**src/rtl/am_envelope_decimator.sv**
```systemverilog
// am_envelope_decimator
// Boxcar (integrate-and-dump) envelope detector for the AM mixer product.
// Sums DECIM unsigned samples, emits their average as one envelope sample,
// and holds it in a one-entry output register with valid/ready handshakes.
// Optional build macro AM_ENV_DC_REMOVE_EN: subtracts a slow IIR estimate of
// the carrier DC level and saturates the result to signed OUT_W.
module am_envelope_decimator #(
  parameter int IN_W     = 16,
  parameter int OUT_W    = 8,
  parameter int DECIM    = 16,
  parameter int DC_SHIFT = 8
) (
  input  logic             clk,
  input  logic             rst,
  input  logic             in_valid,
  output logic             in_ready,
  input  logic [IN_W-1:0]  in_data,
  output logic             out_valid,
  input  logic             out_ready,
  output logic [OUT_W-1:0] out_data,
  output logic [15:0]      block_count
);

  localparam int LOG2_D = $clog2(DECIM);
  localparam int ACC_W  = IN_W + LOG2_D;
  localparam logic [LOG2_D-1:0] CNT_LAST = LOG2_D'(DECIM - 1);

  logic [ACC_W-1:0]  acc;
  logic [ACC_W-1:0]  sum;
  logic [LOG2_D-1:0] cnt;
  logic [IN_W-1:0]   avg;
  logic [OUT_W-1:0]  env;
  logic              last_slot;
  logic              in_xfer;
  logic              out_xfer;
  logic              closing;

  // Only the block-closing sample can be stalled by a full output register.
  assign last_slot = (cnt == CNT_LAST);
  assign in_ready  = !(out_valid && !out_ready && last_slot);
  assign in_xfer   = in_valid && in_ready;
  assign out_xfer  = out_valid && out_ready;
  assign closing   = in_xfer && last_slot;

  // Block sum including the current sample; DECIM is a power of two so the
  // average is just the top IN_W bits of the sum.
  assign sum = acc + ACC_W'(in_data);
  assign avg = sum[ACC_W-1:LOG2_D];

`ifdef AM_ENV_DC_REMOVE_EN
  localparam int DC_W = IN_W + DC_SHIFT + 1;
  localparam int Y_W  = IN_W + 2;
  localparam logic signed [Y_W-1:0] SAT_MAX = Y_W'((64'sd1 <<< (OUT_W - 1)) - 64'sd1);
  localparam logic signed [Y_W-1:0] SAT_MIN = -SAT_MAX - Y_W'(1);

  logic signed [DC_W-1:0] dc;
  logic signed [DC_W-1:0] avg_sh;
  logic signed [DC_W:0]   dc_diff;
  logic signed [DC_W:0]   dc_step;
  logic signed [DC_W-1:0] dc_int;
  logic signed [Y_W-1:0]  y;

  // DC tracker step and the DC-corrected, saturated envelope value.
  always_comb begin
    avg_sh  = $signed({1'b0, avg, {DC_SHIFT{1'b0}}});
    dc_diff = $signed({avg_sh[DC_W-1], avg_sh}) - $signed({dc[DC_W-1], dc});
    dc_step = dc_diff >>> DC_SHIFT;
    dc_int  = dc >>> DC_SHIFT;
    y       = $signed({2'b00, avg}) - $signed({dc_int[IN_W], dc_int[IN_W:0]});
    if (y > SAT_MAX)
      env = SAT_MAX[OUT_W-1:0];
    else if (y < SAT_MIN)
      env = SAT_MIN[OUT_W-1:0];
    else
      env = y[OUT_W-1:0];
  end

  // DC estimate moves once per closed block, using the pre-update value for y.
  always_ff @(posedge clk) begin
    if (rst)
      dc <= '0;
    else if (closing)
      dc <= dc + dc_step[DC_W-1:0];
  end
`else
  logic unused_sum_bits;

  // Plain truncated average; low bits of the sum are intentionally dropped.
  assign env = avg[IN_W-1 -: OUT_W];
  assign unused_sum_bits = ^sum;
`endif

  // Accumulate, close blocks and manage the one-entry output register.
  always_ff @(posedge clk) begin
    if (rst) begin
      acc         <= '0;
      cnt         <= '0;
      out_valid   <= 1'b0;
      out_data    <= '0;
      block_count <= '0;
    end else begin
      if (in_xfer) begin
        if (last_slot) begin
          acc         <= '0;
          cnt         <= '0;
          out_data    <= env;
          block_count <= block_count + 16'd1;
        end else begin
          acc <= sum;
          cnt <= cnt + 1'b1;
        end
      end
      if (closing)
        out_valid <= 1'b1;
      else if (out_xfer)
        out_valid <= 1'b0;
    end
  end

endmodule

```
**config.mk**
```make
export PLATFORM = sky130hd
export DESIGN_NAME = am_envelope_decimator
export DESIGN_NICKNAME = d
export VERILOG_FILES = /design/src/rtl/am_envelope_decimator.sv
export SDC_FILE = /design/constraint.sdc
export NUM_CORES = 1
export LEC_CHECK = 0
export CORE_UTILIZATION = 45
export CTS_BUF_LIST = sky130_fd_sc_hd__clkbuf_4
export CTS_CLUSTER_DIAMETER = 200
export DETAILED_ROUTE_END_ITERATION = 12
export GPL_TIMING_DRIVEN = 0
export HOLD_SLACK_MARGIN = 0.05
export PLACE_DENSITY = 0.8
export SLEW_MARGIN = 0
export SYNTH_ARGS = -nofsm -noshare
export SYNTH_HDL_FRONTEND = slang
export SYNTH_SLANG_ARGS = --single-unit
```
**constraint.sdc**
```tcl
create_clock -name clk -period 3 [get_ports clk]
set_input_delay 0.6 -clock clk [delete_from_list [all_inputs] [get_ports clk]]
set_output_delay 0.6 -clock clk [all_outputs]
set_load 0.02 [all_outputs]
```
==> PnR_summary.wiki, run 1 <==
{| class="wikitable"
! Metric !! Value
|-
| Ys Warns || 0
|-
| Max Clock Skew || 17.1 ps
|-
| Std-Cell Core Area || 5960 µm²
|-
| Routed vias || 2605
|-
| GRT Residual Overflow || 0
|-
| Final Cycle Share || 95.8%
|-
| Number of fill cells in the layout || 550
|-
| Number of non-filler instances in the completed layout || 455
|-
| Count of distinct cell types in the synthesized netlist || 51
|-
| TritonCTS clock tree || built
|-
| Antenna-violating nets left || 0
|-
| Antenna violations before repair || 0
|-
| Post-detailed-routing wire length || 6.24 mm
|-
| Routed wire per std cell || 13.7 µm
|-
| Synthesized flop and latch total || 49
|-
| Arrival @ worst endpoint || 3160 ps
|-
| Hold Fails Final Rpt || 0
|-
| Row cnt || 28
|-
| Outcome || finished clean
|-
| Commonest register cell after synthesis || sky130_fd_sc_hd__dfxtp_1
|-
| Total power density per cell area || 451 nW/µm²
|-
| Actual slew at the worst max-slew pin || 525 ps
|-
| Share of the synthesized area in the top cell type || 35.2%
|-
| Peak supply drop || 0.215 mV
|-
| Effective utilization at floorplan || 46.8%
|-
| Critical path required time || 3290 ps
|-
| Cell accounting for the most synthesized area || sky130_fd_sc_hd__dfxtp_1
|-
| CTS Root Cell || sky130_fd_sc_hd__clkbuf_4
|-
| Most repeated cell in the gate-level netlist after synthesis || sky130_fd_sc_hd__dfxtp_1
|-
| Post-synth EDFFs || 0
|-
| Total standard cell area after synthesis || 2790 µm²
|-
| Max-Cap Viols || 0
|-
| Die width || 80.7 µm
|-
| Port-buffer cells || 45
|-
| Clock-pin slew reported for the worst setup and hold paths after clock tree synthesis || 150 ps
|-
| Die Outline Area || 6510 µm²
|-
| Total power after layout || 1.56 mW
|-
| Type of the worst min-delay path || reg -> reg
|-
| Kind of capture point of the worst setup path || register
|-
| Area overhead of the layout relative to synthesis || 24.2%
|-
| Number of buffers added by the clock tree synthesis step || 5
|-
| # H-tree levels || 2
|-
| Share of post-route cells with drive strength above 1 || 6.84%
|-
| Clock Path Buffers || 2
|-
| Max Fclk || 348 MHz
|-
| Setup repair after global routing missed its margin || false
|-
| Estimated wirelength of the detail-placed design || 4.65 mm
|-
| Top Ports || 46
|-
| First-pass GRT wire length || 10.6 mm
|-
| Global Route Usage Sum || 20.7%
|-
| Final setup violating endpoints || 0
|-
| Mean number of vias per cell || 5.73
|-
| Placement-stage cell area || 3330 µm²
|-
| Chip Height || 80.7 µm
|-
| Maximum fanout encountered on the critical timing path || 7
|-
| Pin count of the biggest net entering global routing || 17
|-
| Drt first pass iters || 4
|-
| Static leakage || 1.32 nW
|-
| Vias in the first global route || 2367
|-
| Commonest cells in the netlist || 49 x sky130_fd_sc_hd__dfxtp_1, 28 x sky130_fd_sc_hd__nor2_1, 23 x sky130_fd_sc_hd__nand2_1, 18 x sky130_fd_sc_hd__ha_1
|-
| Weighted congestion at the end of routability-driven global placement || 0.851
|-
| Kind of launch point of the worst setup path || input pin
|-
| Post-detailed-route DRC marker count || 0
|-
| Sequential cell area fraction in the yosys report || 35.2%
|-
| Total Nets Final || 418
|-
| Number of DRC markers in iteration 0 || 113
|-
| Count of hold-fix buffers inserted at cts || 0
|-
| Average size of a mapped cell || 8.60 µm²
|-
| Total inserted antenna cells || 0
|-
| Post-synthesis cell count || 324
|-
| Critical path class || in -> reg
|-
| Share of async-settable or async-resettable flops after synthesis || 0%
|-
| Final non-filler cell area || 3460 µm²
|-
| Number of sinks driven by the clock tree || 49
|-
| Placed cell count || 444
|-
| Rel. slew slack || 65.0%
|-
| Latest clock arrival within the worst-skew pair || 380 ps
|-
| Final Max Slew Viols || 0
|-
| Synthesized netlist net count || 363
|-
| Post-route minimum period || 2870 ps
|-
| Area contributors post-synth || sky130_fd_sc_hd__dfxtp_1 35%, sky130_fd_sc_hd__ha_1 8.1%, sky130_fd_sc_hd__nor2_1 3.8%
|}
## critical path, cell delays in order
cell	delay, ps
sky130_fd_sc_hd__clkdlybuf4s50_1	410
sky130_fd_sc_hd__ha_1	230
sky130_fd_sc_hd__fa_2	380
sky130_fd_sc_hd__a211oi_2	230
sky130_fd_sc_hd__o21bai_1	120
sky130_fd_sc_hd__a221o_2	410
sky130_fd_sc_hd__a211oi_4	410
sky130_fd_sc_hd__nor4_1	90
sky130_fd_sc_hd__a211o_1	280
## cell usage in the layout, fill, tap and decap left out, drive strengths merged, types with 4 or more instances in the layout
cell           Yosys  layout
buf                4       7
nor3               5       5
a21oi             17      17
nor2              28      28
nand2             23      23
nand2b             4       4
nand3b             6       6
o21ai             22      22
nand4              8       8
a21o               7       7
inv                5       6
clkdlybuf4s50      0      45
and2               5       5
ha                18      18
or3                8       8
a31oi              5       5
a211o              4       4
clkbuf            12      17
nand3             17      17
xor2              12      12
a311oi             4       4
and3               7       7
a22oi              7       7
a211oi             4       4
dfxtp             49      49
xnor2             11      11
## area by class of cell
type | instances | area, µm² | share of cell area [%]
plain buffers | 16 | 66.3 | 1.92
repair buffers | 48 | 473 | 13.7
multi-input cells | 254 | 1720 | 49.8
well taps | 75 | 93.8 | 2.71
flip-flops and latches | 49 | 981 | 28.3
clock inverters | 3 | 68.8 | 1.99
inverters | 5 | 18.8 | 0.542
clock buffers | 5 | 37.5 | 1.08
## per-layer routing
| layer | wire length (µm) | track usage [%] | up-vias | share of wire [%] |
|---|---|---|---|---|
| met1 | 2950 | 26.7 | 1224 | 47 |
| li1 | - | - | 1306 | - |
| met3 | 274 | 3.75 | 8 | 4.4 |
| met5 | 0 | 0 | - | 0 |
| met4 | 76 | 6.43 | 0 | 1.2 |
| met2 | 2940 | 34.8 | 67 | 47 |
## cell families (layout without fill, tap and decap cells)
kind of cell	after synthesis	in the layout	synth area share, %
compound gates	88	88	22.5
flops	49	49	35.2
fa+ha+maj	19	19	8.80
buf+inv	21	77	3.05
xor+xnor	23	23	7.23
simple gates	124	124	23.2
## stage by stage
step           hold slack [ps]  utilization, %  setup TNS, ps  setup WS, ps
2_1_floorplan              424               -              0           277
3_3_place_gp               435            55.9          -1650          -333
3_5_place_dp               444            55.9          -1960          -338
4_1_cts                    471            57.7              0          54.4
5_1_grt                    502            58.1              0          8.08
6_report                   471            58.1              0           127
## path summary, 6_finish.rpt
kind | from | end | slack [ps] | cells after the start
max | in_data[0] | out_data[4] | 130 | 9
min | acc[14] | acc[14] | 470 | 2
max reg2reg | acc[0] | out_data[4] | 440 | 8
min reg2reg | acc[14] | acc[14] | 470 | 2
## registers in the layout, summed over array words and instances, names as in the netlist
| signal | count |
|---|---|
| out_data | 8 |
| out_valid | 1 |
| block_count | 16 |
| cnt | 4 |
| acc | 20 |
## timing repair
| action | in CTS | in global routing |
|---|---|---|
| resized for setup | 0 | 1 |
| setup buffers | 0 | 3 |
| setup endpoints to repair | 0 | 2 |
## where the power goes
part           internal [mW]  switching [mW]
Clock                  0.262           0.226
Sequential             0.685          0.0218
Combinational          0.169           0.198
Total                   1.12           0.445
No activity file was read; power rests on OpenSTA's default activity.
==> run 2, diff against run 1 <==
- DONT_BUFFER_PORTS: default -> 1
- PLACE_DENSITY: 0.8 -> 0.71
==> PnR_summary.wiki, run 2 (same netlist as run 1, synthesis figures left out) <==
{| class="wikitable"
! Metric !! Value
|-
| Std-Cell Core Area || 5960 µm² (unchanged)
|-
| Kind of capture point of the worst setup path || register
|-
| Static leakage || 1.12 nW (-15%)
|-
| Hold Fails Final Rpt || 0 (unchanged)
|-
| Most frequent cells in the layout || 49 x sky130_fd_sc_hd__dfxtp_1, 28 x sky130_fd_sc_hd__nor2_1, 23 x sky130_fd_sc_hd__nand2_1
|-
| Placed cell count || 399 (-10%)
|-
| First-pass GRT wire length || 9.89 mm (-7.0%)
|-
| Effective utilization at floorplan || 46.8% (unchanged)
|-
| Estimated wirelength of the detail-placed design || 4.45 mm (-4.3%)
|-
| Buffer count from post-CTS setup fixing || 0 (unchanged)
|-
| Total inserted antenna cells || 0 (unchanged)
|-
| Pin count of the biggest net entering global routing || 18 (+1)
|-
| Register name with the most flops || acc
|-
| GRT Residual Overflow || 0 (unchanged)
|-
| Post-detailed-routing wire length || 5.95 mm (-4.5%)
|-
| Total power after layout || 1.36 mW (-13%)
|-
| Peak supply drop || 0.322 mV (+50%)
|-
| Antenna violations before repair || 0 (unchanged)
|-
| Top Ports || 46 (unchanged)
|-
| Routed vias || 2340 (-10%)
|-
| Clock-pin slew reported for the worst setup and hold paths after clock tree synthesis || 150 ps (about the same)
|-
| Number of DRC markers in iteration 0 || 131 (+16%)
|-
| Total power density per cell area || 460 nW/µm² (+2.1%)
|-
| Number of sinks driven by the clock tree || 49 (unchanged)
|-
| TritonCTS clock tree || built
|-
| Max Clock Skew || 24.0 ps (+6.94 ps)
|-
| Maximum fanout encountered on the critical timing path || 8 (+1)
|-
| Antenna-violating nets left || 0 (unchanged)
|-
| Chip Height || 80.7 µm (unchanged)
|-
| Kind of launch point of the worst setup path || register
|-
| Post-CTS resize count || 0 (unchanged)
|-
| Max-Cap Viols || 0 (unchanged)
|-
| Number of fill cells in the layout || 565 (+2.7%)
|-
| Clock Path Buffers || 2 (unchanged)
|-
| Critical path class || reg -> reg
|-
| Top Registers || acc: 20 flops, block_count: 16 flops, out_data: 8 flops
|-
| Post-route minimum period || 2650 ps (-223 ps)
|-
| Outcome || finished clean
|-
| Most common library cell in the layout ignoring fill and taps || sky130_fd_sc_hd__dfxtp_1
|-
| Arrival @ worst endpoint || 2940 ps (-220 ps)
|-
| Setup repair after global routing missed its margin || false
|-
| CTS Root Cell || sky130_fd_sc_hd__clkbuf_4
|-
| Setup_tns || 0 ps (unchanged)
|-
| Max Fclk || 377 MHz (+8.4%)
|-
| Type of the worst min-delay path || reg -> reg
|-
| Final Cycle Share || 88.4% (-7.4 points)
|-
| Count of hold-fix buffers inserted at cts || 0 (unchanged)
|-
| Latest clock arrival within the worst-skew pair || 390 ps (about the same)
|-
| Global Route Usage Sum || 19.6% (-1.1 points)
|-
| # H-tree levels || 2 (unchanged)
|-
| Die Outline Area || 6510 µm² (unchanged)
|-
| Share of post-route cells with drive strength above 1 || 6.63% (-0.22 points)
|-
| Number of non-filler instances in the completed layout || 407 (-11%)
|-
| Total Nets Final || 370 (-11%)
|-
| Mean number of vias per cell || 5.75 (+0.42%)
|-
| Row cnt || 28 (unchanged)
|-
| Drt first pass iters || 4 (unchanged)
|-
| Final Max Slew Viols || 0 (unchanged)
|-
| Die width || 80.7 µm (unchanged)
|-
| Port-buffer cells || 0 (-100%)
|-
| Post-detailed-route DRC marker count || 0 (unchanged)
|-
| Vias in the first global route || 2127 (-10%)
|-
| Area overhead of the layout relative to synthesis || 5.61%
|-
| Routed wire per std cell || 14.6 µm (+6.7%)
|-
| Weighted congestion at the end of routability-driven global placement || 0.796 (-6.4%)
|-
| Rel. slew slack || 64.8% (-0.26 points)
|-
| Flip-flop count of the largest register, all copies and words added || 20 (unchanged)
|-
| Number of buffers added by the clock tree synthesis step || 5 (unchanged)
|-
| Final setup violating endpoints || 0 (unchanged)
|-
| Critical path required time || 3290 ps (about the same)
|-
| Actual slew at the worst max-slew pin || 529 ps (+3.90 ps)
|}
run 2: cell type report:
class,count,area [µm²],area share [%]
Clock inverter,3,25.0,0.850
Sequential cell,49,981,33.3
Buffer,16,66.3,2.25
Inverter,5,18.8,0.638
Tap cell,75,93.8,3.19
Multi-Input combinational cell,254,1720,58.5
Clock buffer,5,37.5,1.28
run 2: metrics by stage:
step | util (%) | worst slack, ps | hold WS [ps] | area [µm²]
3_3_place_gp | 48.4 | 98.1 | 437 | 2880
4_1_cts | 49.4 | 352 | 460 | 2940
5_1_grt | 49.4 | 250 | 474 | 2940
3_5_place_dp | 48.4 | 68.9 | 448 | 2880
2_1_floorplan | - | 277 | 424 | 2790
6_report | 49.4 | 349 | 468 | 2940
run 2: critical path: stages, from the launching register on:
cell	delay [ps]
sky130_fd_sc_hd__dfxtp_1	340
sky130_fd_sc_hd__ha_1	200
sky130_fd_sc_hd__fa_1	450
sky130_fd_sc_hd__a211oi_2	240
sky130_fd_sc_hd__o21bai_1	130
sky130_fd_sc_hd__a221o_2	450
sky130_fd_sc_hd__a211oi_4	390
sky130_fd_sc_hd__nor4_1	90
sky130_fd_sc_hd__a211o_1	280
run 2: where the power goes:
part | internal [mW] | switching (mW)
Combinational | 0.139 | 0.185
Sequential | 0.685 | 0.0205
Clock | 0.0958 | 0.230
run 2: final timing paths:
path	end	slack [ps]	cells after the start	start
hold / removal	acc[14]	470	2	acc[14]
setup reg to reg	out_data[4]	350	8	acc[0]
hold reg to reg	acc[14]	470	2	acc[14]
setup / recovery	out_data[4]	350	8	acc[0]
run 2: metal layers:
metal	part of all wire [%]	up-vias	global-route usage [%]
li1	-	1208	-
met3	5.7	5	6.48
met5	0	-	0
met1	47	1077	25.4
met4	0.91	0	4.29
met2	46	50	31.4
